## src/rtl/vc_input_port_pkg.sv

```systemverilog
// Shared packet-field constants for the NIC and the router ports.
package vc_input_port_pkg;
  localparam int unsigned DATA_WIDTH = 64;
  localparam int unsigned VC_BIT     = 63;
  localparam int unsigned DIR_BIT    = 62;
  localparam int unsigned HOP_MSB    = 55;
  localparam int unsigned HOP_LSB    = 48;
  localparam int unsigned HOP_W      = HOP_MSB - HOP_LSB + 1;
  localparam int unsigned NUM_VC     = 2;
endpackage

```

## src/rtl/vc_input_port_if.sv

```systemverilog
// Upstream send/ready and downstream request/grant bundle of one router input port.
interface vc_input_port_if
  import vc_input_port_pkg::*;
#(
  parameter int unsigned DATA_WIDTH = vc_input_port_pkg::DATA_WIDTH
);
  logic                  si;
  logic                  ri;
  logic [DATA_WIDTH-1:0] di;
  logic                  req_ring;
  logic                  req_pe;
  logic                  gnt;
  logic [DATA_WIDTH-1:0] dout;

  modport master (output si, di, gnt, input ri, req_ring, req_pe, dout);
  modport slave  (input si, di, gnt, output ri, req_ring, req_pe, dout);
endinterface

```

## src/rtl/vc_input_port_vc_slot.sv

```systemverilog
// Single-entry packet register with full bit; load and clear never target the same slot together.
module vc_slot
  import vc_input_port_pkg::*;
#(
  parameter int unsigned WIDTH = DATA_WIDTH
) (
  input  logic             clk,
  input  logic             reset,
  input  logic             load,
  input  logic             clear,
  input  logic [WIDTH-1:0] d,
  output logic [WIDTH-1:0] q,
  output logic             full
);
  always_ff @(posedge clk) begin
    if (reset) begin
      q    <= '0;
      full <= 1'b0;
    end else if (load) begin
      q    <= d;
      full <= 1'b1;
    end else if (clear) begin
      full <= 1'b0;
    end
  end
endmodule

```

## src/rtl/vc_input_port.sv

```systemverilog
// Two-VC router input port: external VC is ~polarity, the internal VC presents with hop decremented.
module vc_input_port
  import vc_input_port_pkg::*;
#(
  parameter int unsigned DATA_WIDTH = vc_input_port_pkg::DATA_WIDTH
) (
  input  logic             clk,
  input  logic             reset,
  input  logic             polarity,
  vc_input_port_if.slave   bus,
  output logic             proto_err
);
  logic [DATA_WIDTH-1:0] slot_q [NUM_VC];
  logic [NUM_VC-1:0]     slot_full;
  logic [NUM_VC-1:0]     slot_load;
  logic [NUM_VC-1:0]     slot_clear;
  logic                  ext_vc;
  logic                  ri_w;
  logic                  accept;
  logic                  wrong_vc;
  logic [DATA_WIDTH-1:0] cur;
  logic [HOP_W-1:0]      hop;
  logic                  cur_full;
  logic [DATA_WIDTH-1:0] fwd;

  for (genvar v = 0; v < NUM_VC; v++) begin : g_slot
    vc_slot #(.WIDTH(DATA_WIDTH)) u_slot (
      .clk   (clk),
      .reset (reset),
      .load  (slot_load[v]),
      .clear (slot_clear[v]),
      .d     (bus.di),
      .q     (slot_q[v]),
      .full  (slot_full[v])
    );
  end

  assign ext_vc   = ~polarity;
  assign ri_w     = ~slot_full[ext_vc];
  assign accept   = bus.si & ri_w;
  assign wrong_vc = accept & (bus.di[VC_BIT] == polarity);
  assign cur      = slot_q[polarity];
  assign cur_full = slot_full[polarity];
  assign hop      = cur[HOP_MSB:HOP_LSB];

  // Write steers to the external slot, grant drains the internal slot; they never collide.
  always_comb begin
    slot_load  = '0;
    slot_clear = '0;
    if (accept && (bus.di[VC_BIT] == ext_vc)) slot_load[ext_vc] = 1'b1;
    if (bus.gnt && cur_full)                  slot_clear[polarity] = 1'b1;
  end

  // Hop 0 is local delivery and is never decremented, so no wrap is possible.
  always_comb begin
    fwd = cur;
    if (hop != '0) fwd[HOP_MSB:HOP_LSB] = hop - HOP_W'(1);
  end

  assign bus.ri       = ri_w;
  assign bus.req_ring = cur_full & (hop != '0);
  assign bus.req_pe   = cur_full & (hop == '0);
  assign bus.dout     = cur_full ? fwd : '0;

  always_ff @(posedge clk) begin
    if (reset)         proto_err <= 1'b0;
    else if (wrong_vc) proto_err <= 1'b1;
  end
endmodule

```

## src/flat_wrapper.sv

```systemverilog
// flat-port wrapper written by rule: the top's interface ports become plain ports
module vc_input_port_flat import vc_input_port_pkg::*;
#(
  parameter int unsigned DATA_WIDTH = vc_input_port_pkg::DATA_WIDTH
)
  (clk, reset, polarity, proto_err, bus_si, bus_di, bus_gnt, bus_ri, bus_req_ring, bus_req_pe, bus_dout);
  vc_input_port_if #(.DATA_WIDTH(DATA_WIDTH)) bus_i ();
  input  logic clk;
  input  logic reset;
  input  logic polarity;
  output logic proto_err;
  input wire logic [$bits(bus_i.si)-1:0] bus_si;
  input wire logic [$bits(bus_i.di)-1:0] bus_di;
  input wire logic [$bits(bus_i.gnt)-1:0] bus_gnt;
  output wire logic [$bits(bus_i.ri)-1:0] bus_ri;
  output wire logic [$bits(bus_i.req_ring)-1:0] bus_req_ring;
  output wire logic [$bits(bus_i.req_pe)-1:0] bus_req_pe;
  output wire logic [$bits(bus_i.dout)-1:0] bus_dout;
  assign bus_i.si = bus_si;
  assign bus_i.di = bus_di;
  assign bus_i.gnt = bus_gnt;
  assign bus_ri = bus_i.ri;
  assign bus_req_ring = bus_i.req_ring;
  assign bus_req_pe = bus_i.req_pe;
  assign bus_dout = bus_i.dout;
  vc_input_port #(.DATA_WIDTH(DATA_WIDTH)) u_core (.clk(clk), .reset(reset), .polarity(polarity), .bus(bus_i), .proto_err(proto_err));
endmodule
```

## config.mk

```make
export PLATFORM = sky130hd
export DESIGN_NAME = vc_input_port_flat
export DESIGN_NICKNAME = d
export VERILOG_FILES = /design/src/rtl/vc_input_port_pkg.sv /design/src/rtl/vc_input_port_if.sv /design/src/rtl/vc_input_port_vc_slot.sv /design/src/rtl/vc_input_port.sv /design/src/flat_wrapper.sv
export SDC_FILE = /design/constraint.sdc
export NUM_CORES = 1
export LEC_CHECK = 0
export CAP_MARGIN = 25
export CORE_AREA = 2 2 132 134
export CTS_BUF_LIST = sky130_fd_sc_hd__clkbuf_16
export DETAILED_ROUTE_END_ITERATION = 6
export DIE_AREA = 0 0 134 136
export PLACE_DENSITY = 0.69
export SETUP_SLACK_MARGIN = 0.2
export SYNTH_ARGS = -nofsm -noshare
export SYNTH_HDL_FRONTEND = slang
export SYNTH_SLANG_ARGS = --single-unit
```

## constraint.sdc

```tcl
create_clock -name clk -period 5.75 [get_ports clk]
set_clock_uncertainty 0.05 [all_clocks]
set_input_delay 1.725 -clock clk [delete_from_list [all_inputs] [get_ports clk]]
set_output_delay 1.725 -clock clk [all_outputs]
set_load 0.1 [all_outputs]
```

==> impl_metrics.tcl, run 1 <==
set metrics [dict create \
    status "completed" \
    synthTopCellsByArea "dfxtp_1, nand2_1, a21oi_1" \
    powerDensity_mw_per_mm2 255 \
    min_path_type "register to register" \
    row_count 48 \
    required_ns 3.97 \
    syn-cell-area_mm2 0.00575 \
    drtIter0Drc 292 \
    start_util_pct 34.1 \
    worst_pin_slew_ns 1.03 \
    vias_per_cell 4.79 \
    grt_pass1_wl_um 25100 \
    met3_usage_pct 3.91 \
    grt_pass1_vias 5091 \
    wl_per_cell_um 14.3 \
    first_pass_iters 4 \
    ioPinCount 137 \
    die_area_mm2 0.0182 \
    place_hpwl_um 9850 \
    drc_errors 0 \
    synth_nets 817 \
    clock.fmax_mhz 183 \
    grt_max_degree 92 \
    final_max_slew_viol_count 0 \
    synth_area_leader_cell "dfxtp_1" \
    p_int_mw 1.64 \
    clkPwrFrac_pct 42.7 \
    clkTransAtPathRegs_ns 0.05 \
    ys.warnings.count 0 \
    synth.avg_cell_area_um2 7.70 \
    drtAntennaViolNets 0 \
    cts_resized 0 \
    relSlewSlack_pct 31.4 \
    async_reset_ff_share_pct 0 \
    fillCellCount 1588 \
    synth_top_area_share_pct 45.6 \
    finalHoldViolCount 0 \
    area_growth_pct 49.5 \
    multiInputGateArea_mm2 0.00299 \
    core_area_mm2 0.0169 \
    clock_latency_ns 0.41 \
    root_buffer "clkbuf_16" \
    cts_buffer_depth 2 \
    hold_slack_ns 0.400 \
    seq_area_frac_synth_pct 45.6 \
    critPathMaxFanout 82 \
    drt-total-wl_um 15700 \
    port_buffers 136 \
    use_met1_pct 21.8 \
    dp_slack_ns 0.188 \
    start_kind "input pin" \
    vias 5252 \
    antenna_found_initial 0 \
    yosysUniqueCellTypes 37 \
    vdd_ir_drop_max_v 0.000187 \
    setup_violations 0 \
    yosysMostFrequentCell "nand2_1" \
    critPathKind "input pin to output port" \
    switching_share_pct 25.4 \
    grtUsageMet2_pct 29.3 \
    cts_sinks 131 \
    track_usage_pct 17.4 \
    worstPathArrival_ns 3.70 \
    grt-ovfl-total 0 \
    layout-drive-gt1-share_pct 15.3 \
    antenna_cells 0 \
    syn_inst 747 \
    synthTopCellsByCount "nand2_1, a21oi_1, dfxtp_1" \
    finalWeightedCongestion 0.728 \
    endpoint_kind "output port" \
    finalCriticalPeriod_ns 5.47 \
    tritoncts "built" \
    placed_cell_area_mm2 0.00805 \
    switchingPower_mw 0.557 \
    final_cell_area_mm2 0.00860 \
    p_leak_nw 3.11 \
    cts_htree_levels 4 \
    synth_edf_count 0 \
    rsz0062_at_grt "false" \
    fin_crit_sh_pct 95.1 \
    p_total_mw 2.19 \
    pwr-share-seq_pct 43.6 \
    nets 931 \
    maxCapViolations 0 \
    synth-seq-cells 131 \
    die_x_um 134 \
    layout_setup_ws_ns 0.279 \
    cts_made_buffers 17 \
    regArea_mm2 0.00262 \
    combPwrFrac_pct 13.6 \
    grt_busiest_layer "met2" \
    die_h_um 136 \
    ys.flop_type "dfxtp_1" \
]
[state kept, by name, summed over array words and instances, names as in the netlist]
register	count
u_core.proto_err	1
u_core.g_slot.u_slot.full	2
u_core.g_slot.u_slot.q	128
[final timing paths]
kind,from,to,slack (ns),depth (start not counted)
min,u_core.g_slot[0].u_slot.q[20],u_core.g_slot[0].u_slot.q[20],0.40,2
max,polarity,bus_dout[53],0.28,7
max reg2reg,u_core.g_slot[1].u_slot.full,u_core.g_slot[1].u_slot.q[8],3.75,4
min reg2reg,u_core.g_slot[0].u_slot.q[20],u_core.g_slot[0].u_slot.q[20],0.40,2
[through the flow]
| stage | TNS [ns] | instances | util (%) |
|---|---|---|---|
| floorplan | -0.260 | 747 | - |
| global placement | 0 | 1060 | 47.6 |
| detailed placement | 0 | 1061 | 47.7 |
| CTS | 0 | 1094 | 50.8 |
| global route | 0 | 1097 | 50.9 |
| finish | 0 | 1097 | 50.9 |
[kinds of logic after synthesis]
logic type	synth area share, %
adders and majority gates	0.218
buffers and inverters	5.16
muxes	11.4
DFF	45.6
and+or+nand+nor	24.1
xor gates and xnor gates	0.609
AOI/OAI and AO/OA	13.0
[power by group through the flow]
| stage | registers (mW) | clock network [mW] | logic, mW |
|---|---|---|---|
| 2_1_floorplan | 0.976 | 0 | 0.183 |
| 3_3_place_gp | 0.974 | 0 | 0.292 |
| 3_5_place_dp | 0.976 | 0 | 0.297 |
| 4_1_cts | 0.957 | 0.961 | 0.300 |
| 5_1_grt | 0.960 | 0.996 | 0.323 |
| 6_report | 0.957 | 0.937 | 0.299 |
[repair_timing]
item,CTS,global route
hold buffers,0,0
setup buffers,3,3
setup endpoints to repair,33,1
pin swaps,0,1
[placed cells by master, fill, tap and decap left out, types with 2 or more instances in the layout]
| cell type | count |
|---|---|
| a21oi_1 | 131 |
| and3_1 | 2 |
| buf_12 | 70 |
| buf_4 | 15 |
| clkbuf_16 | 17 |
| clkdlybuf4s50_1 | 67 |
| clkinv_1 | 3 |
| clkinv_2 | 3 |
| clkinvlp_4 | 2 |
| dfxtp_1 | 131 |
| inv_1 | 7 |
| mux2_2 | 2 |
| mux2i_1 | 61 |
| mux2i_4 | 2 |
| nand2_1 | 254 |
| nor2_1 | 63 |
| nor2_4 | 4 |
| nor3_1 | 3 |
| nor3_4 | 3 |
| nor4_1 | 2 |
| o21ai_0 | 2 |
| xnor2_1 | 3 |
[area by class of cell]
type	count	share of cell area (%)
clock buffers	17	4.95
clock inverters	13	0.960
inverters	3	0.175
multi-input cells	556	34.7
flip-flops and latches	131	30.5
well taps	225	3.27
repair buffers	152	25.4
[critical path, stage by stage]
cell,delay [ns]
buf_4,0.13
buf_12,0.39
or4b_1,0.54
o2bb2ai_2,0.26
a21oi_1,0.15
nor3_4,0.17
buf_12,0.20
[metal layers]
metal / up-vias / routed length (µm) / share of wire [%]
met5: - / 0 / 0
met4: 0 / 192 / 1.2
met3: 16 / 687 / 4.4
met2: 109 / 7900 / 50
met1: 2453 / 6880 / 44
li1: 2674 / - / -
(Power assumes the default switching activity.)
==> run 2, diff against run 1 <==
--- a/config.mk
+++ b/config.mk
@@ -10,7 +10,7 @@
 export CTS_BUF_LIST = sky130_fd_sc_hd__clkbuf_16
 export DETAILED_ROUTE_END_ITERATION = 6
 export DIE_AREA = 0 0 134 136
-export PLACE_DENSITY = 0.69
+export PLACE_DENSITY = 0.71
 export SETUP_SLACK_MARGIN = 0.2
 export SYNTH_ARGS = -nofsm -noshare
 export SYNTH_HDL_FRONTEND = slang
==> constraint.sdc (replaced) <==
create_clock -name clk -period 4.8 [get_ports clk]
set_clock_uncertainty 0.05 [all_clocks]
set_input_delay 1.44 -clock clk [delete_from_list [all_inputs] [get_ports clk]]
set_output_delay 1.44 -clock clk [all_outputs]
set_load 0.1 [all_outputs]
==> run 2 against run 1 <==
- wire length down 0.92%
- via count up 0.21%
- flip-flop and latch count unchanged
- clock-buffer cell count unchanged
- design area up 3.5%
- critical path depth up 3
- combinational power up 26%
- global-route usage up 0.14 points
- die area unchanged
- sequential share of layout area down 1.0 points
- worst setup slack worse by 0.11 ns
- critical path type unchanged
- largest cell class unchanged
- largest power group is now the clock network
- highest routed layer unchanged
==> impl_metrics.tcl, run 2 (same netlist as run 1, synthesis figures left out) <==
set metrics [dict create \
    core_area_mm2 0.0169 \
    top_regs "u_core.g_slot.u_slot.q (128), u_core.g_slot.u_slot.full (2), u_core.proto_err (1)" \
    row_count 48 \
    die_h_um 136 \
    root_buffer "clkbuf_16" \
    dp_cells 1068 \
    place_hpwl_um 9910 \
    finalCriticalPeriod_ns 4.63 \
    wl_met2_um 7740 \
    final_cells 1100 \
    finalHoldViolCount 0 \
    drt-total-wl_um 15500 \
    finalWeightedCongestion 0.760 \
    final_cell_area_mm2 0.00890 \
    grt_pass1_wl_um 25300 \
    critPathKind "input pin to output port" \
    largest_register_ffs 128 \
    die_x_um 134 \
    die_area_mm2 0.0182 \
    port_buffers 136 \
    top_register "u_core.g_slot.u_slot.q" \
    final_max_slew_viol_count 0 \
    relSlewSlack_pct 31.6 \
    tritoncts "built" \
    reg2regPathDepth 4 \
    cts_htree_levels 4 \
    m1WireLength_um 6560 \
    clock_latency_ns 0.41 \
    clock.fmax_mhz 216 \
    grt_pass1_vias 5111 \
    r2r-start "u_core.g_slot[1].u_slot.full" \
    placed_cell_area_mm2 0.00827 \
    layout-drive-gt1-share_pct 22.7 \
    grt-ovfl-total 0 \
    vias 5263 \
    final_common_cell "nand2_1" \
    rsz0062_at_grt "true" \
    cts_sinks 131 \
    vdd_ir_drop_max_v 0.000238 \
    worstSetupEndpoint "bus_dout[50]" \
    p_leak_nw 3.16 \
    worst_pin_slew_ns 1.02 \
    start_kind "input pin" \
    hold_buffers 0 \
    final_core_util_pct 52.7 \
    worstPathArrival_ns 3.14 \
    area_growth_pct 54.8 \
    grt_max_degree 71 \
    final_cell_mix "nand2_1, a21oi_1, dfxtp_1" \
    drc_errors 0 \
    r2r_slack_ns 2.87 \
    r2r-end "u_core.g_slot[1].u_slot.q[35]" \
    maxCapViolations 0 \
    required_ns 3.31 \
    track_usage_pct 17.5 \
    cts_buffer_depth 2 \
    antenna_cells 0 \
    min_path_type "register to register" \
    startpoint "polarity" \
    hold_slack_ns 0.402 \
    status "completed" \
    antenna_found_initial 0 \
    start_util_pct 34.1 \
    critPathMaxFanout 6 \
    cts_made_buffers 17 \
    vias_per_cell 4.78 \
    powerDensity_mw_per_mm2 309 \
    fin_crit_sh_pct 96.4 \
    clkTransAtPathRegs_ns 0.05 \
    highest_layer "met4" \
    first_pass_iters 4 \
    drtIter0Drc 292 \
    endpoint_kind "output port" \
    ioPinCount 137 \
    nets 936 \
    met3WireLength_um 996 \
    p_total_mw 2.75 \
    wl_per_cell_um 14.1 \
    setup_violations 0 \
    drtAntennaViolNets 0 \
]
-- run 2: changes by cell type in the layout (fill, tap and decap cells not counted), sizes merged --
cell,before,now
buf,85,90
bufinv,1,3
clkinv,6,4
inv,7,5
-- run 2: timing repair --
| item | CTS | global route |
|---|---|---|
| hold endpoints to repair | 0 | 0 |
| pin swaps | 2 | 4 |
| buffers inserted | 2 | 2 |
| gates resized for setup | 6 | 3 |
| endpoints found under the setup margin | 8 | 8 |
-- run 2: power by group --
group / internal (mW) / leakage (nW) / total (mW) / switching, mW
clock: 0.790 / 0.277 / 1.22 / 0.434
combinational: 0.160 / 1.82 / 0.378 / 0.218
sequential: 1.13 / 1.06 / 1.15 / 0.0214
-- run 2: cell type report --
| type | instances | area [µm²] |
|---|---|---|
| timing repair buffer | 157 | 2280 |
| tap | 225 | 282 |
| multi-input combinational | 556 | 3160 |
| sequential | 131 | 2620 |
| fill | 1514 | 7980 |
| inverter | 3 | 15.0 |
| clock inverter | 11 | 125 |
| clock buffer | 17 | 425 |
-- run 2: critical path: stages --
cell      delay, ns
buf_12         0.11
mux2i_4        0.18
ha_2           0.20
and4bb_2       0.25
o22ai_4        0.26
o21bai_4       0.12
buf_12         0.15
buf_12         0.13
nor2_4         0.12
buf_12         0.18
-- run 2: worst min path at each step --
stage	start	end	slack, ns	cells after the start
after floorplan	u_core.g_slot[0].u_slot.q[0]	u_core.g_slot[0].u_slot.q[0]	0.39	2
after global placement	u_core.g_slot[0].u_slot.q[56]	u_core.g_slot[0].u_slot.q[56]	0.39	2
after detailed placement	u_core.g_slot[0].u_slot.q[41]	u_core.g_slot[0].u_slot.q[41]	0.40	2
after CTS	u_core.g_slot[1].u_slot.q[1]	u_core.g_slot[1].u_slot.q[1]	0.40	2
after global routing	u_core.g_slot[1].u_slot.q[19]	u_core.g_slot[1].u_slot.q[19]	0.42	2
final	u_core.g_slot[0].u_slot.q[40]	u_core.g_slot[0].u_slot.q[40]	0.40	2
-- run 2: layer usage --
layer,global-route usage (%),vias to the layer above
met5,0,-
met1,20.8,2434
met3,5.26,18
li1,-,2680
met4,6.44,0
met2,30.0,131
-- run 2: per-stage QoR --
| step | setup slack, ns | setup TNS [ns] |
|---|---|---|
| 2_1_floorplan | -0.484 | -2.92 |
| 3_3_place_gp | 0.111 | 0 |
| 3_5_place_dp | 0.0655 | 0 |
| 4_1_cts | 0.194 | 0 |
| 5_1_grt | 0.0799 | 0 |
| 6_report | 0.174 | 0 |
